[src/rtl/chip8_timer_pkg.sv]
// Shared constants and width helpers for the CHIP-8 timebase.
// Timer index constants let the CPU side name the delay and sound timers.
package chip8_timer_pkg;

  localparam int DEFAULT_CLK_HZ  = 50_000_000;
  localparam int DEFAULT_TICK_HZ = 60;

  localparam int TIMER_DELAY = 0;
  localparam int TIMER_SOUND = 1;

  function automatic int clog2(input int n);
    int r = 0;
    for (int i = 0; i < 31; i++) begin
      if ((1 << i) < n) r = i + 1;
    end
    return r;
  endfunction

  // Counter and select widths never collapse to zero bits.
  function automatic int width_of(input int n);
    return (clog2(n) < 1) ? 1 : clog2(n);
  endfunction

  function automatic int sel_width(input int num_timers);
    return width_of(num_timers);
  endfunction

endpackage

[src/rtl/chip8_countdown.sv]
// One saturating down-counter: a load wins over a decrement, and the
// counter sticks at zero instead of wrapping.
module chip8_countdown #(
  parameter int TIMER_W = 8
) (
  input  logic               clk,
  input  logic               reset,
  input  logic               load,
  input  logic [TIMER_W-1:0] load_data,
  input  logic               dec,
  output logic [TIMER_W-1:0] value,
  output logic               nonzero
);

  logic [TIMER_W-1:0] count_q, count_d;

  always_comb begin
    // NOTE: the hold value is assigned first so every path drives count_d and no latch is inferred.
    count_d = count_q;
    if (load) begin
      count_d = load_data;
    end else if (dec && (count_q != '0)) begin
      count_d = count_q - 1'b1;
    end
  end

  always_ff @(posedge clk) begin
    // NOTE: state uses non-blocking assignment so all flops update from pre-edge values.
    if (reset) count_q <= '0;
    else       count_q <= count_d;
  end

  assign value   = count_q;
  assign nonzero = (count_q != '0);

endmodule

[src/rtl/chip8_timer_unit.sv]
// CHIP-8 timebase: 60 Hz tick prescaler, CPU-loadable countdown timers,
// renderer frame strobe and heartbeat LED.
module chip8_timer_unit
  import chip8_timer_pkg::*;
#(
  parameter int CLK_HZ          = DEFAULT_CLK_HZ,
  parameter int TICK_HZ         = DEFAULT_TICK_HZ,
  parameter int NUM_TIMERS      = 2,
  parameter int TIMER_W         = 8,
  parameter int FRAME_DIV       = 1,
  parameter int HEARTBEAT_TICKS = 30,
  localparam int SEL_W          = sel_width(NUM_TIMERS)
) (
  input  logic                  clk,
  input  logic                  reset,
  input  logic                  tick_en,
  input  logic                  wr_en,
  input  logic [SEL_W-1:0]      wr_sel,
  input  logic [TIMER_W-1:0]    wr_data,
  input  logic [SEL_W-1:0]      rd_sel,
  output logic [TIMER_W-1:0]    rd_data,
  output logic [NUM_TIMERS-1:0] timer_active,
  output logic                  tick,
  output logic                  frame_start,
  output logic                  led
);

  localparam int DIV = CLK_HZ / TICK_HZ;
  localparam int PW  = width_of(DIV);
  localparam int FW  = width_of(FRAME_DIV);
  localparam int HW  = width_of(HEARTBEAT_TICKS);

  localparam logic [PW-1:0] PRESC_LAST = PW'(DIV - 1);
  localparam logic [FW-1:0] FRAME_LAST = FW'(FRAME_DIV - 1);
  localparam logic [HW-1:0] HB_LAST    = HW'(HEARTBEAT_TICKS - 1);

  if (DIV < 2) begin : g_bad_div
    $error("chip8_timer_unit: CLK_HZ/TICK_HZ must be at least 2");
  end
  if (NUM_TIMERS < 1 || FRAME_DIV < 1 || HEARTBEAT_TICKS < 1) begin : g_bad_count
    $error("chip8_timer_unit: NUM_TIMERS, FRAME_DIV and HEARTBEAT_TICKS must be >= 1");
  end

  logic [PW-1:0] presc_q, presc_d;
  logic [FW-1:0] fcnt_q, fcnt_d;
  logic [HW-1:0] hb_q, hb_d;
  logic          tick_q, tick_d;
  logic          frame_q, frame_d;
  logic          led_q, led_d;

  always_comb begin
    presc_d = presc_q;
    tick_d  = 1'b0;
    if (tick_en) begin
      if (presc_q == PRESC_LAST) begin
        presc_d = '0;
        tick_d  = 1'b1;
      end else begin
        presc_d = presc_q + 1'b1;
      end
    end
  end

  // Frame and heartbeat counters advance on the registered tick, so their
  // outputs land one cycle after the tick pulse.
  always_comb begin
    fcnt_d  = fcnt_q;
    frame_d = 1'b0;
    hb_d    = hb_q;
    led_d   = led_q;
    if (tick_q) begin
      if (fcnt_q == FRAME_LAST) begin
        fcnt_d  = '0;
        frame_d = 1'b1;
      end else begin
        fcnt_d = fcnt_q + 1'b1;
      end
      if (hb_q == HB_LAST) begin
        hb_d  = '0;
        led_d = ~led_q;
      end else begin
        hb_d = hb_q + 1'b1;
      end
    end
  end

  always_ff @(posedge clk) begin
    if (reset) begin
      presc_q <= '0;
      tick_q  <= 1'b0;
      fcnt_q  <= '0;
      frame_q <= 1'b0;
      hb_q    <= '0;
      led_q   <= 1'b0;
    end else begin
      presc_q <= presc_d;
      tick_q  <= tick_d;
      fcnt_q  <= fcnt_d;
      frame_q <= frame_d;
      hb_q    <= hb_d;
      led_q   <= led_d;
    end
  end

  logic [TIMER_W-1:0]    timer_val [NUM_TIMERS];
  logic [NUM_TIMERS-1:0] timer_load;

  // Out-of-range wr_sel values match no index, so such writes fall away.
  for (genvar i = 0; i < NUM_TIMERS; i++) begin : g_timer
    assign timer_load[i] = wr_en && (wr_sel == SEL_W'(i));

    chip8_countdown #(
      .TIMER_W (TIMER_W)
    ) u_countdown (
      .clk       (clk),
      .reset     (reset),
      .load      (timer_load[i]),
      .load_data (wr_data),
      .dec       (tick_q),
      .value     (timer_val[i]),
      .nonzero   (timer_active[i])
    );
  end

  always_comb begin
    rd_data = '0;
    for (int i = 0; i < NUM_TIMERS; i++) begin
      if (rd_sel == SEL_W'(i)) rd_data = timer_val[i];
    end
  end

  assign tick        = tick_q;
  assign frame_start = frame_q;
  assign led         = led_q;

endmodule

[config.mk]
export PLATFORM = sky130hd
export DESIGN_NAME = chip8_timer_unit
export DESIGN_NICKNAME = d
export VERILOG_FILES = /design/src/rtl/chip8_timer_pkg.sv /design/src/rtl/chip8_countdown.sv /design/src/rtl/chip8_timer_unit.sv
export SDC_FILE = /design/constraint.sdc
export NUM_CORES = 1
export LEC_CHECK = 0
export CELL_PAD_IN_SITES_DETAIL_PLACEMENT = 2
export CELL_PAD_IN_SITES_GLOBAL_PLACEMENT = 2
export CORE_MARGIN = 3
export CORE_UTILIZATION = 36
export CTS_CLUSTER_DIAMETER = 120
export DETAILED_ROUTE_END_ITERATION = 10
export GPL_ROUTABILITY_DRIVEN = 0
export GPL_TIMING_DRIVEN = 0
export PLACE_DENSITY = 0.85
export SYNTH_ARGS = -nofsm -noshare
export SYNTH_HDL_FRONTEND = slang
export SYNTH_HIERARCHICAL = 1
export SYNTH_SLANG_ARGS = --single-unit
[constraint.sdc]
create_clock -name clk -period 5.7 [get_ports clk]
set_input_delay 1.14 -clock clk [delete_from_list [all_inputs] [get_ports clk]]
set_output_delay 1.14 -clock clk [all_outputs]
set_load 0.05 [all_outputs]
==> results_dict.tcl, run 1 <==
set metrics [dict create \
    run_status "completed" \
    switching_portion_of_total_power_pct 30.16 \
    insertion_delay_ps 290 \
    drt_iter0_drc 72 \
    worstSetupStartpointType "flip-flop" \
    cp_data_required_time_ps 4560 \
    grt_pass1_wl_um 12870 \
    finalWorstSetupSlack_ps 1849 \
    die_x_um 89.21 \
    number_of_global_route_vias_before_repair 2474 \
    finalHoldViolCount 0 \
    count_of_inserted_antenna_diode_cells 0 \
    synth-main-ff-cell "dfxtp_1" \
    drt.antenna.violating_nets 0 \
    largest_net_degree_at_the_start_of_global_routing 15 \
    timing.critical_path.max_delay_family "simple AND/OR/NAND/NOR gates" \
    syn_to_final_growth_pct 17.22 \
    post_route_clock_period_utilization_pct 67.57 \
    timing.critical_path.fanout_max 6 \
    ctsHoldBuffers 0 \
    worstHoldPathCells 2 \
    number_of_enable_type_register_cells_in_the_synthesized_netlist 0 \
    worstRegToRegCells 4 \
    post-synth-top-area-cell "dfxtp_1" \
    synth_top_area_share_pct 35.34 \
    setup.reg_to_reg.worst_slack_ps 3570 \
    initial_utilization_pct 38.16 \
    timing.hold.worst.class "flip-flop to flip-flop" \
    antenna_found_initial 0 \
    path_buf_inv 2 \
    min_delay_worst_endpoint "presc_q[18]" \
    floorplan.core_area_mm2 0.006531 \
    setup_violations 0 \
    dp_worst_setup_slack_ps 1957 \
    max_slew.worst_pin.slew_ps 1120 \
    detail_route.first_pass.iterations 4 \
    layout.cells.most_common_list "dfxtp_1, nor2_1, clkdlybuf4s50_1" \
    cts.htree.levels 2 \
    yosys.cell_types.count 46 \
    storage_cell_area_um2 880.8 \
    clock_sinks 44 \
    net-switching-power_w 0.0001990 \
    power.leakage_nw 1.002 \
    synthArstFlopShare_pct 0 \
    path_cells "inv_1 -> ha_1 -> nor4b_1 -> nand2_1 -> clkdlybuf4s50_1" \
    combinationalPowerShare_pct 18.8 \
    max-cap-violations 0 \
    power_w 0.0006597 \
    rows 29 \
    number_of_top_level_pins 27 \
    r2r_endpoint "g_timer[0].u_countdown/value[7]" \
    multi_input_area_mm2 0.001485 \
    seq_power_share_pct 50.2 \
    detailroute.via_count 2356 \
    globalRouteTotalUtil_pct 20.85 \
    setup_repair_bufs_after_cts 0 \
    avgViaCountPerCell 5.803 \
    type_of_destination_of_the_critical_path "output pin" \
    route.final.wire_length_um 7607 \
    slowest_stage "nor4b_1" \
    rsz_0062_raised_after_global_routing "false" \
    n_fill_cell 731 \
    post_cts_resize_count 0 \
    synth.yosys.seq_area_share_pct 35.34 \
    synthesis.yosys.warnings 6 \
    internal-power_w 0.0004608 \
    tritoncts "done" \
    period_needed_ps 3851 \
    mappedNetlistArea_mm2 0.002492 \
    finClkSkew_ps 7.802 \
    crit_path_max_incr_delay_ps 920 \
    post-route-drc-count 0 \
    max_slew_margin_vs_limit_pct 24.28 \
    final_net_count 348 \
    synth_area_per_cell_um2 8.392 \
    layout-drive-gt1-share_pct 9.726 \
    clk_root_buffer_cell "clkbuf_8" \
    vdd_drop_max_mv 0.1272 \
    power.density_cell_area_mw_per_mm2 225.8 \
    clkPwrFrac_pct 31.0 \
    finalMaxSlewViolations 0 \
    share_of_the_core_filled_with_cells_in_the_final_layout_pct 44.73 \
    cts.clk_slew.worst_paths_ps 80 \
    fmax_mhz 259.7 \
    floorplan.die_area_mm2 0.007958 \
    global_route.overflow_total 0 \
    crit_type "flip-flop to output pin" \
    most_common_library_cell_in_the_layout_ignoring_fill_and_taps "dfxtp_1" \
    hpwl_um 5623 \
    cts_max_path_buffers 2 \
    wire_per_inst_um 18.74 \
    yosys_register_bits 44 \
    port_buf_inserts 24 \
    syn-instance-count 297 \
    number_of_buffers_created_by_cts 5 \
    worst_ep_arrival_time_ps 2710 \
    die_h_um 89.21 \
    fin_setup_tns_ps 0 \
    yosys-top-cells-area "dfxtp_1, nor2_1, xnor2_1" \
    synth_nets 317 \
    min_from "presc_q[18]" \
    worstReg2RegStart "tick" \
]
==> power by group through the flow <==
| stage | logic, W | registers, W | clock network (W) |
|---|---|---|---|
| finish | 0.000124 | 0.000331 | 0.000205 |
| global route | 0.000135 | 0.000334 | 0.000229 |
| floorplan | 0.0000825 | 0.000333 | 0 |
| detailed placement | 0.000124 | 0.000339 | 0 |
| CTS | 0.000125 | 0.000331 | 0.000214 |
| global placement | 0.000120 | 0.000338 | 0 |
==> worst max path at each step <==
stage	start	endpoint	slack, ps	cells after the start
6_report	g_timer[0].u_countdown/value[0]	timer_active[0]	1850	5
5_1_grt	g_timer[0].u_countdown/value[0]	timer_active[0]	1640	5
4_1_cts	g_timer[0].u_countdown/value[0]	timer_active[0]	1800	5
3_5_place_dp	rd_sel	rd_data[2]	1960	3
3_3_place_gp	rd_sel	rd_data[2]	1970	3
2_1_floorplan	rd_sel	rd_data[0]	2660	2
==> sequential cells by signal, indices dropped and copies added (netlist names) <==
name / cells
tick: 1
g_timer.u_countdown/value: 16
hb_q: 5
led: 1
presc_q: 20
frame_start: 1
==> synth_stat cells, types with 3 or more instances <==
| cell | number |
|---|---|
| a211o_1 | 4 |
| a211oi_1 | 3 |
| a21oi_1 | 8 |
| a311oi_1 | 6 |
| buf_2 | 3 |
| clkbuf_1 | 8 |
| dfxtp_1 | 44 |
| ha_1 | 6 |
| inv_1 | 19 |
| mux2_2 | 8 |
| nand2_1 | 22 |
| nand2b_1 | 4 |
| nand3_1 | 11 |
| nand4_1 | 10 |
| nor2_1 | 39 |
| nor2b_1 | 4 |
| nor3_1 | 8 |
| nor4_1 | 6 |
| o2111ai_1 | 4 |
| o21ai_0 | 5 |
| o221ai_1 | 4 |
| o31ai_1 | 3 |
| or3_1 | 5 |
| or4_1 | 9 |
| xnor2_1 | 13 |
| xor2_1 | 7 |
==> logic make-up after synthesis <==
group	Yosys count	synth area share, %
simple gates	140	31.73
compound gates	46	13.80
flops	44	35.34
buf+inv	32	5.070
xor+xnor	20	7.028
mux	9	4.016
fa+ha+maj	6	3.012
==> final cells by class <==
type                       count  share of cell area (%)
inverter                      19                   2.441
sequential                    44                   30.15
clock buffer                   6                   2.827
multi-input combinational    221                   50.84
clock inverter                 2                  0.3426
tap                           77                   3.298
buffer                        13                   1.884
timing repair buffer          24                   8.223
==> metrics by stage <==
| step | hold WS (ps) | instance area, um2 | std cells |
|---|---|---|---|
| final | 520.1 | 2922 | 406 |
| after global routing | 558.1 | 2922 | 406 |
| after CTS | 524.7 | 2922 | 406 |
| after detailed placement | 505.2 | 2829 | 398 |
| after global placement | 477.9 | 2829 | 398 |
| after floorplan | 458.3 | 2492 | 297 |
==> tightest hold or removal path, stage by stage (launching register included) <==
cell,delay (ps)
dfxtp_1,350
o31ai_1,70
a21oi_1,60
==> per-layer routing <==
| layer | share of wire [%] | GRT usage [%] |
|---|---|---|
| met5 | 0 | 0 |
| met4 | 0.96 | 4.601 |
| met3 | 2.7 | 3.134 |
| met2 | 51 | 37.78 |
| met1 | 45 | 25.96 |
(Power assumes the default switching activity.)
==> inputs of run 2 (changes only) <==
--- a/config.mk
+++ b/config.mk
@@ -8,12 +8,12 @@
 export CELL_PAD_IN_SITES_DETAIL_PLACEMENT = 2
 export CELL_PAD_IN_SITES_GLOBAL_PLACEMENT = 2
 export CORE_MARGIN = 3
-export CORE_UTILIZATION = 36
+export CORE_UTILIZATION = 31
 export CTS_CLUSTER_DIAMETER = 120
 export DETAILED_ROUTE_END_ITERATION = 10
 export GPL_ROUTABILITY_DRIVEN = 0
 export GPL_TIMING_DRIVEN = 0
-export PLACE_DENSITY = 0.85
+export PLACE_DENSITY = 0.78
 export SYNTH_ARGS = -nofsm -noshare
 export SYNTH_HDL_FRONTEND = slang
 export SYNTH_HIERARCHICAL = 1
==> constraint.sdc (replaced) <==
create_clock -name clk -period 3.29 [get_ports clk]
set_input_delay 0.658 -clock clk [delete_from_list [all_inputs] [get_ports clk]]
set_output_delay 0.658 -clock clk [all_outputs]
set_load 0.05 [all_outputs]
==> results_dict.tcl, run 2 (synthesis results as in run 1) <==
set metrics [dict create \
    run_status "completed" \
    rsz_0062_raised_after_global_routing "false" \
    wire_per_inst_um 17.90 \
    fin_setup_tns_ps 0 \
    r2r_endpoint "g_timer[1].u_countdown/value[6]" \
    storage_cell_area_um2 880.8 \
    worstHoldPathCells 2 \
    crit_path_max_incr_delay_ps 730 \
    routed-wl-met2_um 3931 \
    clkPwrFrac_pct 36.2 \
    post-route-drc-count 0 \
    max-cap-violations 0 \
    clock_sinks 44 \
    number_of_buffers_created_by_cts 5 \
    most_common_library_cell_in_the_layout_ignoring_fill_and_taps "dfxtp_1" \
    path_cells "inv_1 -> ha_1 -> nor4b_2 -> nand2_1 -> clkdlybuf4s50_1" \
    worstSetupStartpointType "flip-flop" \
    power.density_cell_area_mw_per_mm2 414.8 \
    crit_type "flip-flop to output pin" \
    vdd_drop_max_mv 0.1879 \
    timing.hold.ws_ps 512.1 \
    largest_net_degree_at_the_start_of_global_routing 15 \
    largest_register_ff_count 20 \
    antenna_found_initial 0 \
    worstReg2RegStart "g_timer[1].u_countdown/value[0]" \
    cp_data_required_time_ps 2630 \
    tritoncts "done" \
    clk_root_buffer_cell "clkbuf_8" \
    rows 32 \
    fmax_mhz 326.4 \
    floorplan.core_area_mm2 0.007767 \
    grt_pass1_wl_um 12970 \
    min_from "presc_q[18]" \
    die_x_um 95.67 \
    drt.antenna.violating_nets 0 \
    number_of_top_level_pins 27 \
    n_fill_cell 892 \
    finClkSkew_ps 10.42 \
    period_needed_ps 3064 \
    setup.reg_to_reg.worst_slack_ps 1180 \
    ctsHoldBuffers 0 \
    min_delay_worst_endpoint "presc_q[18]" \
    slowest_stage "clkdlybuf4s50_1" \
    die_h_um 95.67 \
    drt_iter0_drc 51 \
    met3_routed_wl_um 182 \
    avgViaCountPerCell 5.534 \
    initial_utilization_pct 32.09 \
    max_slew.worst_pin.slew_ps 778.6 \
    hpwl_um 5765 \
    switching_portion_of_total_power_pct 29.07 \
    finalMaxSlewViolations 0 \
    largest-register "presc_q" \
    type_of_destination_of_the_critical_path "output pin" \
    drt-met1-wl_um 3511 \
    combinationalPowerShare_pct 17.4 \
    multi_input_area_mm2 0.001498 \
    floorplan.die_area_mm2 0.009152 \
    globalRouteTotalUtil_pct 18.08 \
    cts_max_path_buffers 2 \
    timing.critical_path.fanout_max 6 \
    max_slew_margin_vs_limit_pct 47.69 \
    post_route_clock_period_utilization_pct 93.12 \
    layout.cells.most_common_list "dfxtp_1, nor2_1, clkdlybuf4s50_1" \
    final_net_count 348 \
    detail_route.first_pass.iterations 4 \
    seq_power_share_pct 46.4 \
    number_of_global_route_vias_before_repair 2530 \
    cts.htree.levels 2 \
    global_route.overflow_total 0 \
    timing.hold.worst.class "flip-flop to flip-flop" \
    route.final.wire_length_um 7717 \
    port_buf_inserts 24 \
    cts.clk_slew.worst_paths_ps 80 \
    net-switching-power_w 0.0003610 \
    setup_violations 0 \
    worst_ep_arrival_time_ps 2410 \
    worstRegToRegCells 5 \
    internal-power_w 0.0008810 \
    syn_to_final_growth_pct 20.13 \
    route.top_layer_used "met4" \
    insertion_delay_ps 300 \
    finalHoldViolCount 0 \
    detailroute.via_count 2385 \
    power.leakage_nw 1.018 \
    layout-drive-gt1-share_pct 10.33 \
    count_of_inserted_antenna_diode_cells 0 \
]
## run 2: changes by cell type in the layout (fill, tap and decap cells not counted)
cell | previous run | this run
nor4b_1 | 2 | 0
clkinv_2 | 2 | 0
nor4b_2 | 0 | 2
bufinv_16 | 0 | 1
clkinv_4 | 0 | 1
## run 2: through the flow
stage                     power [W]  cell area, um2  cells  setup WS (ps)  util (%)
final                      0.001242            2994    431          226.4     38.55
after floorplan           0.0007195            2492    297           1029         -
after detailed placement  0.0008035            2860    423          87.30     36.82
after global routing       0.001308            2994    431          83.73     38.55
after CTS                  0.001266            2994    431          185.3     38.55
after global placement    0.0007950            2860    423          255.8     36.82
## run 2: worst max path at each step
| stage | endpoint | start | slack [ps] |
|---|---|---|---|
| finish | timer_active[0] | g_timer[0].u_countdown/value[0] | 230 |
| global route | timer_active[0] | g_timer[0].u_countdown/value[0] | 80 |
| CTS | timer_active[0] | g_timer[0].u_countdown/value[0] | 190 |
| detailed placement | timer_active[0] | g_timer[0].u_countdown/value[0] | 90 |
| global placement | timer_active[1] | g_timer[1].u_countdown/value[0] | 260 |
| floorplan | timer_active[0] | g_timer[0].u_countdown/value[0] | 1030 |
## run 2: timing repair
item / in CTS / in global routing
gates resized for setup: 2 / 0
endpoints found under the hold margin: 0 / 0
buffers inserted: 0 / 0
endpoints found under the setup margin: 2 / 0
## run 2: power by group through the flow
stage                     Sequential [W]  Combinational (W)  Clock (W)
final                           0.000576           0.000216   0.000450
after global routing            0.000581           0.000236   0.000492
after CTS                       0.000576           0.000218   0.000471
after detailed placement        0.000588           0.000216          0
after global placement          0.000586           0.000209          0
after floorplan                 0.000577           0.000143          0
## run 2: area by class of cell
type | count | area share (%)
Sequential cell | 44 | 29.42
Tap cell | 102 | 4.262
Timing Repair Buffer | 24 | 8.023
Inverter | 19 | 2.382
Clock inverter | 2 | 1.295
Multi-Input combinational cell | 221 | 50.02
Buffer | 13 | 1.839
Clock buffer | 6 | 2.758
## run 2: per-layer routing
metal	up-vias	GRT usage [%]
met1	1196	22.02
met2	25	32.77
met5	-	0
met3	7	2.684
met4	0	4.976
li1	1157	-
## run 2: worst max-delay path: cells and delay by family, from the launching register on
family        cells  cell delay [ps]
simple gates      2              700
buf+inv           2              830
flops             1              370
fa+ha+maj         1              210
==> inputs of run 3 (changes only) <==
--- a/config.mk
+++ b/config.mk
@@ -5,6 +5,7 @@
 export SDC_FILE = /design/constraint.sdc
 export NUM_CORES = 1
 export LEC_CHECK = 0
+export CAP_MARGIN = 20
 export CELL_PAD_IN_SITES_DETAIL_PLACEMENT = 2
 export CELL_PAD_IN_SITES_GLOBAL_PLACEMENT = 2
 export CORE_MARGIN = 3
==> results of run 3 <==
No change in the layout: final DEF, timing and power equal those of run 2.
